===== src/rtl/multicycle_ctrl.sv =====
// Control unit for the multicycle ARM processor: main FSM, ALU decoder,
// conditional-execution logic with NZCV flags, and PC-write logic.
module multicycle_ctrl (
  input  logic        clk,
  input  logic        reset,
  input  logic [31:0] Instr,
  input  logic [3:0]  ALUFlags,
  output logic        PCWrite,
  output logic        MemWrite,
  output logic        RegWrite,
  output logic        IRWrite,
  output logic        AdrSrc,
  output logic [1:0]  RegSrc,
  output logic [1:0]  ALUSrcA,
  output logic [1:0]  ALUSrcB,
  output logic [1:0]  ResultSrc,
  output logic [1:0]  ImmSrc,
  output logic [1:0]  ALUControl
);

  typedef enum logic [3:0] {
    FETCH, DECODE, MEMADR, MEMRD, MEMWB, MEMWR,
    EXECUTER, EXECUTEI, ALUWB, BRANCH
  } state_t;

  state_t     state;
  logic [3:0] flags;
  logic       cond_ex_reg;

  logic [3:0] cond;
  logic [1:0] op;
  logic [5:0] funct;
  logic [3:0] rd;
  logic       alu_op;
  logic [1:0] flag_w;
  logic       unused_instr;

  assign cond         = Instr[31:28];
  assign op           = Instr[27:26];
  assign funct        = Instr[25:20];
  assign rd           = Instr[15:12];
  assign unused_instr = ^Instr[11:0];
  assign alu_op       = (state == EXECUTER) || (state == EXECUTEI);

  function automatic logic cond_ex(input logic [3:0] c, input logic [3:0] f);
    logic n, z, cy, v;
    {n, z, cy, v} = f;
    case (c)
      4'b0000: cond_ex = z;
      4'b0001: cond_ex = !z;
      4'b0010: cond_ex = cy;
      4'b0011: cond_ex = !cy;
      4'b0100: cond_ex = n;
      4'b0101: cond_ex = !n;
      4'b0110: cond_ex = v;
      4'b0111: cond_ex = !v;
      4'b1000: cond_ex = cy && !z;
      4'b1001: cond_ex = !cy || z;
      4'b1010: cond_ex = (n == v);
      4'b1011: cond_ex = (n != v);
      4'b1100: cond_ex = !z && (n == v);
      4'b1101: cond_ex = z || (n != v);
      4'b1110: cond_ex = 1'b1;
      default: cond_ex = 1'b0;
    endcase
  endfunction

  // NOTE: every signal assigned in always_comb gets a default first so no latch is inferred.
  always_comb begin
    ALUControl = 2'b00;
    flag_w     = 2'b00;
    if (alu_op) begin
      case (funct[4:1])
        4'b0100: begin ALUControl = 2'b00; flag_w = {funct[0], funct[0]}; end
        4'b0010: begin ALUControl = 2'b01; flag_w = {funct[0], funct[0]}; end
        4'b0000: begin ALUControl = 2'b10; flag_w = {funct[0], 1'b0};     end
        4'b1100: begin ALUControl = 2'b11; flag_w = {funct[0], 1'b0};     end
        default: begin ALUControl = 2'b00; flag_w = 2'b00;                end
      endcase
    end
  end

  // NOTE: sequential state uses non-blocking assignments so all registers update together.
  always_ff @(posedge clk) begin
    if (reset) begin
      state       <= FETCH;
      flags       <= 4'b0000;
      cond_ex_reg <= 1'b0;
    end else begin
      case (state)
        FETCH:  state <= DECODE;
        DECODE: begin
          cond_ex_reg <= cond_ex(cond, flags);
          case (op)
            2'b01:   state <= MEMADR;
            2'b10:   state <= BRANCH;
            2'b00:   state <= funct[5] ? EXECUTEI : EXECUTER;
            default: state <= FETCH;
          endcase
        end
        MEMADR:             state <= funct[0] ? MEMRD : MEMWR;
        MEMRD:              state <= MEMWB;
        EXECUTER, EXECUTEI: state <= ALUWB;
        default:            state <= FETCH;
      endcase
      // Flags are captured from the ALU on the edge leaving an execute state.
      if (alu_op && cond_ex_reg) begin
        if (flag_w[1]) flags[3:2] <= ALUFlags[3:2];
        if (flag_w[0]) flags[1:0] <= ALUFlags[1:0];
      end
    end
  end

  always_comb begin
    state_t out_state;
    out_state = reset ? FETCH : state;
    PCWrite   = 1'b0;
    MemWrite  = 1'b0;
    RegWrite  = 1'b0;
    IRWrite   = 1'b0;
    AdrSrc    = 1'b0;
    ALUSrcA   = 2'b00;
    ALUSrcB   = 2'b00;
    ResultSrc = 2'b00;
    RegSrc    = {op == 2'b01, op == 2'b10};
    ImmSrc    = op;
    case (out_state)
      FETCH: begin
        IRWrite = 1'b1; PCWrite = 1'b1;
        ALUSrcA = 2'b01; ALUSrcB = 2'b10; ResultSrc = 2'b10;
      end
      DECODE: begin
        ALUSrcA = 2'b01; ALUSrcB = 2'b10; ResultSrc = 2'b10;
      end
      MEMADR:   ALUSrcB = 2'b01;
      MEMRD:    AdrSrc = 1'b1;
      MEMWB: begin
        ResultSrc = 2'b01;
        RegWrite  = cond_ex_reg;
        PCWrite   = cond_ex_reg && (rd == 4'hF);
      end
      MEMWR: begin
        AdrSrc   = 1'b1;
        MemWrite = cond_ex_reg;
      end
      EXECUTEI: ALUSrcB = 2'b01;
      ALUWB: begin
        RegWrite = cond_ex_reg;
        PCWrite  = cond_ex_reg && (rd == 4'hF);
      end
      BRANCH: begin
        ALUSrcA = 2'b10; ALUSrcB = 2'b01; ResultSrc = 2'b10;
        PCWrite = cond_ex_reg;
      end
      default: ;
    endcase
    if (reset) begin
      PCWrite  = 1'b0;
      MemWrite = 1'b0;
      RegWrite = 1'b0;
      IRWrite  = 1'b0;
    end
  end

endmodule


===== config.mk =====
export PLATFORM = sky130hd
export DESIGN_NAME = multicycle_ctrl
export DESIGN_NICKNAME = d
export VERILOG_FILES = /design/src/rtl/multicycle_ctrl.sv
export SDC_FILE = /design/constraint.sdc
export NUM_CORES = 1
export LEC_CHECK = 0
export ABC_AREA = 1
export BUFFER_PORTS_ARGS = -buffer_cell sky130_fd_sc_hd__buf_2
export CAP_MARGIN = 20
export CORE_MARGIN = 4
export CORE_UTILIZATION = 45
export CTS_BUF_LIST = sky130_fd_sc_hd__clkbuf_2
export DETAILED_ROUTE_END_ITERATION = 8
export GPL_ROUTABILITY_DRIVEN = 0
export PLACE_DENSITY = 0.82
export SLEW_MARGIN = 20
export SYNTH_ARGS = -nofsm -noshare
export SYNTH_HDL_FRONTEND = slang
export SYNTH_SLANG_ARGS = --single-unit
export TNS_END_PERCENT = 5

===== constraint.sdc =====
create_clock -name clk -period 2 [get_ports clk]
set_input_delay 0.1 -clock clk [delete_from_list [all_inputs] [get_ports clk]]
set_output_delay 0.1 -clock clk [all_outputs]
set_load 0.05 [all_outputs]

-- After elaboration in Yosys (flattened, before gate mapping)
Cells that the tools add are included.
- equality and inequality tests: 35
- mux-type cells: 22
- reduce and logical (&&, ||, !) cells: 26
- operators by type and width (cell ; count):
    $eq 4x4->1 const B ; 11
    $eq 4x3->1 const B ; 10
    $eq 4x2->1 const B ; 7
    $pmux 4 s5 ; 1
    $logic_not 4->1 ; 4
    $pmux 2 s2 ; 4
    $pmux 1 s15 ; 1
    $eq 4x1->1 const B ; 3
    $pmux 4 s3 ; 1
    $reduce_or 2->1 ; 6
    $mux 1 ; 9
    $pmux 2 s3 ; 1
    $reduce_or 3->1 ; 2
    $logic_and 1x1->1 ; 4
    $logic_not 1->1 ; 4
    $mux 2 ; 2
    $mux 4 ; 1
    $reduce_and 2->1 ; 2
    $logic_or 1x1->1 ; 3
    $mux 3 ; 1
    $pmux 1 s3 ; 1
    $eq 2x1->1 const B ; 1
    $eq 2x2->1 const B ; 1
    $logic_not 2->1 ; 1
    2 further kinds ; 2
- flip-flop bits (word level): 9
- logic and storage cells: 87

-- Logic depth before layout (Yosys ltp)
- depth in word-level cells: 5
- mapped depth: 11
- mapped depth without buffers: 11

-- Least setup slack after synthesis
OpenSTA, ideal clock, no wires.
- kind: reg-to-output
- start: register state[3]
- end: output ALUSrcB[0]
- arrival: 1.555 ns
- required time: 1.900 ns
- setup slack: 0.345 ns
- stages on the path, launching flop included: 5
- path buffers: 0
- cell sequence: dfxtp_1 or2_4 nor2_4 nand2_1 o221ai_1
- longest elaborated chain between the ends: 4
- elaborated cells between the ends (all ways): 9
- those cells by class: eq/ne: 4; mux: 2; reduce/logical: 3
- ends and longest elaborated chain (item ; line ; RTL):
    start: declaration ; 26 ; state_t state;
    start signal: assignment ; 97 ; 2'b00: state <= funct[5] ? EXECUTEI : EXECUTER;
    start signal: assignment ; 101 ; MEMADR: state <= funct[0] ? MEMRD : MEMWR;
    $mux 4 * ; 116 ; out_state = reset ? FETCH : state;
    $eq 4x4->1, or another cell as far along ; 127 ; case (out_state)
    $reduce_or 3->1 (no source line) or $reduce_or 2->1 (tied branches) ; n/a ;
    $pmux 2 s2 * ; 127 ;
    end: declaration ; 15 ; output logic [1:0] ALUSrcB,
Mark *: on every way between the ends. The rest lies on a longest branch, timed or not.

-- Worst setup path in the final report
- start: register state[0]
- end: output PCWrite
- longest elaborated chain between the ends: 5
- elaborated cells between the ends (all ways): 8
- those cells by class: eq/ne: 3; mux: 3; reduce/logical: 2
- ends and longest elaborated chain (item ; line ; RTL):
    $mux 4 * ; 116 ;
    $eq 4x3->1 or $eq 4x4->1 (tied branches) ; 127 ;
    $reduce_or 2->1 (no source line) ; n/a ;
    $pmux 1 s3 * ; 127 ;
    $mux 1 * ; 157 ; if (reset) begin
    end: declaration ; 8 ; output logic PCWrite,
Marked as above.

==> summary by stage <==
Outcome
The run finished with clean final reports.

Pwr
Sequential cells account for a little under two fifths of the total power. The leakage power total is about 0.00057 uW. The post-layout total power is around 510 uW. Dividing total power by cell area gives a power density of 484 nW/um^2. The clock power share is 23.1%. Combinational logic is responsible for around 39% of the overall power. The maximum vdd drop is about 0.00035 V. The internal power of the cells totals roughly 300 uW. The reported net switching power is roughly 210 uW.

Net switching is roughly two fifths of the power.

Final layout
After routing the design area is 1060 um^2. Of the cells placed in the final design, the portion with a size suffix greater than 1 is 30.3%. The number of antenna diodes in the final layout is 0. Leaving out fill and tap cells, the most frequent cell in the layout is nand2_1. Summing all multi-input logic gate instances after layout gives between 500 and 600 um^2. Leaving out fill and tap cells, the most frequent cells in the layout are 39 x nand2_1, 38 x buf_2, 24 x nor2_1. The layout has approximately 180 filler cells. For this run, the post-layout net count is ~230. The final core area utilization is between 60% and 70%. The area growth from synthesis to layout is 26.4%. The register area is roughly 180 um^2.

Clocking
Clock-pin slew was measured on the worst setup and hold paths at around 0.11 ns. CTS built an H-tree with a depth of 1. The number of clock buffers added by TritonCTS is 3. The total clock sinks is 9.

In this run the deepest clock path goes through 2 buffers. The insertion delay to the later sink of the worst-skew pair is about 0.25 ns. The cell chosen for the clock root is clkbuf_2.

After clock tree synthesis, the setup repair step added 0 buffers. The cts-stage hold buffer count is 0. TritonCTS built the clock tree.

The number of cells upsized or downsized after cts is 0.

Routing
The mean number of vias per cell is between 4 and 5. The routed wire length per instance is 9.66 um. The final route contains between 1000 and 1500 vias. After the first detailed-routing iteration, the DRC count stood at 33. The number of nets with antenna violations after routing is 0.

In the routed design, unresolved DRC markers number 0. The routed design has between 2000 and 2500 um of wire. The first detailed-routing pass took 4 iterations.

Timing
Clock skew on the completed layout was measured at between 0.01 and 0.015 ns. Subtracting the final worst setup slack from the clock period gives 1.61 ns. The worst hold-check slack is between 0.1 and 0.15 ns.

Setup violations remaining at the end of the flow were counted as 0. The period utilization is 80.7%. The maximum clock frequency is 0.620 GHz. The number of pins exceeding their max-slew limit in the final report is 0. For the pin with the worst max-slew slack, the measured transition is 0.259 ns. The total negative setup slack is 0 ns. Setup repair after global routing left no endpoint under its margin. The headroom to the max-slew limit is 82.6%. The final-report hold violation count was 0.

Critical path
The reg-to-reg setup timing slack is 0.79 ns. The reg-to-reg endpoint is flags[0]. The start-to-end type of the worst setup path is reg -> out. The logic depth of the worst setup path including buffers is 7. STA puts the critical path data arrival time at 1.51 ns.

STA puts the critical path data required time at between 1.5 and 2 ns. The worst-path maximum fanout is 4. The kind of start point of the critical path is a flop. The delay of the slowest critical-path stage is between 0.4 and 0.5 ns. The cell seen most often among critical-path stages is inv_1. In this run the worst setup path terminates at PCWrite. The worst register-to-register path begins at state[2]. The count of buffer and inverter cells on the critical path is 3. The number of cells on the worst reg-to-reg path is 7. The element type at the critical path end is a primary output. The timing startpoint of the critical path is state[0]. Traced cell by cell, the critical path runs through inv_1 -> nor2_1 -> nand2_2 -> inv_1 -> nand2_1 -> o211ai_2 -> buf_2. On the critical path the largest part of the delay comes from flip-flops. The slowest stage of the critical path belongs to the cell dfxtp_1.

Floorplan
The initial core utilization is between 40% and 50%. The region available for standard cell placement spans ~1700 um^2. 55 I/O pins were placed.

The die width is 51.2 um. The height of the die is 51.2 um. The floorplan step defined a die boundary enclosing around 2600 um^2. The initialized floorplan defines 15 standard-cell rows.

Placed design
The number of I/O port buffers is 38. The standard cell area after detailed placement is 1040 um^2. The total half-perimeter wirelength after legalization and detailed placement is ~1700 um.

GRT
Entering global routing, the biggest net connects 17 pins. The residual overflow from global routing is 0. The global-route usage over all layers is between 15 and 20%. The number of global-route vias before repair is ~900. The first-pass GRT wire length is about 3500 um.

The initial antenna violation count was 0.

Synth
In this run, distinct cell masters in the synthesized netlist total 24. Averaged over all synthesized cells, the footprint is between 5 and 6 um^2. The net count after synthesis is around 190. The register area share after synthesis is between 20% and 30%. During synthesis, Yosys emitted a total of 0 warnings.

The mapped netlist covers ~840 um^2. Synthesis produced about 150 cells. The number of synthesized register bits is 9.

Job
The tool flagged a number of max-cap violations equal to 0.

Worst hold path
The path type of the worst min-delay path is in -> reg.
## cells in the mapped netlist
| cell | count | area (um^2) |
|---|---|---|
| o211ai_2 | 1 | 12.5 |
| or2_4 | 1 | 8.76 |
| nand3_1 | 14 | 70.1 |
| nor2_4 | 2 | 22.5 |
| nor3_1 | 2 | 10.0 |
| buf_2 | 1 | 5.00 |
| o21ai_1 | 1 | 5.00 |
| inv_1 | 19 | 71.3 |
| nand3_2 | 1 | 10.0 |
| nand4_1 | 1 | 6.26 |
| dfxtp_1 | 9 | 180 |
| o21ai_2 | 1 | 8.76 |
| buf_4 | 2 | 15.0 |
| nand3b_1 | 4 | 30.0 |
| nand2_2 | 4 | 25.0 |
| nor2_1 | 24 | 90.1 |
| nor2_2 | 2 | 12.5 |
| a21oi_1 | 11 | 55.1 |
| clkinv_1 | 1 | 3.75 |
| o221ai_1 | 1 | 8.76 |
| o21ai_0 | 5 | 25.0 |
| inv_2 | 2 | 7.51 |
| a21oi_2 | 1 | 8.76 |
| nand2_1 | 39 | 146 |
## final cells by class
type	count	area share, %
sequential	9	17.0
tap	25	2.95
timing repair buffer	38	17.9
clock buffer	4	1.89
multi-input combinational	115	52.4
inverter	22	7.79
## worst reg2reg max path, delay by kind of cell (launching register included)
| family | cells | cell delay [ns] |
|---|---|---|
| AND/OR/NAND/NOR | 4 | 0.46 |
| AO/OA/AOI/OAI | 2 | 0.22 |
| buffers and inverters | 1 | 0.06 |
| flip-flops | 1 | 0.34 |
## power groups by stage
stage          sequential (uW)  combinational, uW  clock, uW
2_1_floorplan              199                145          0
3_3_place_gp               200                194          0
3_5_place_dp               201                197          0
4_1_cts                    197                198        120
5_1_grt                    198                217        130
6_report                   197                198        118
## metal layers
| layer | global-route usage [%] | vias to the layer above | routed length (um) |
|---|---|---|---|
| met5 | 0 | - | 0 |
| met4 | 6.73 | 0 | 12 |
| met3 | 2.62 | 2 | 148 |
| met2 | 28.3 | 41 | 979 |
| met1 | 21.1 | 446 | 916 |
| li1 | - | 553 | - |
## cells by family after synthesis
logic type	count (synthesis)	share of synthesized area, %
buffers and inverters	25	12.2
DFF	9	21.5
AOI/OAI and AO/OA	21	14.8
and+or+nand+nor	94	51.5
## per-stage QoR
stage	cells	worst slack (ns)
after detailed placement	209	0.638
after CTS	213	0.388
after floorplan	149	0.345
after global placement	209	0.648
after global routing	213	0.203
final	213	0.387
## worst min-delay path by stage
stage,slack (ns),to,start,cells past startpoint
after floorplan,0.17,state[1],reset,1
after global placement,0.35,flags[2],ALUFlags[2],3
after detailed placement,0.37,flags[3],ALUFlags[3],3
after CTS,0.10,state[1],reset,2
after global routing,0.1,state[2],reset,2
final,0.10,state[1],reset,2
Power figures use the tool's default switching activity.
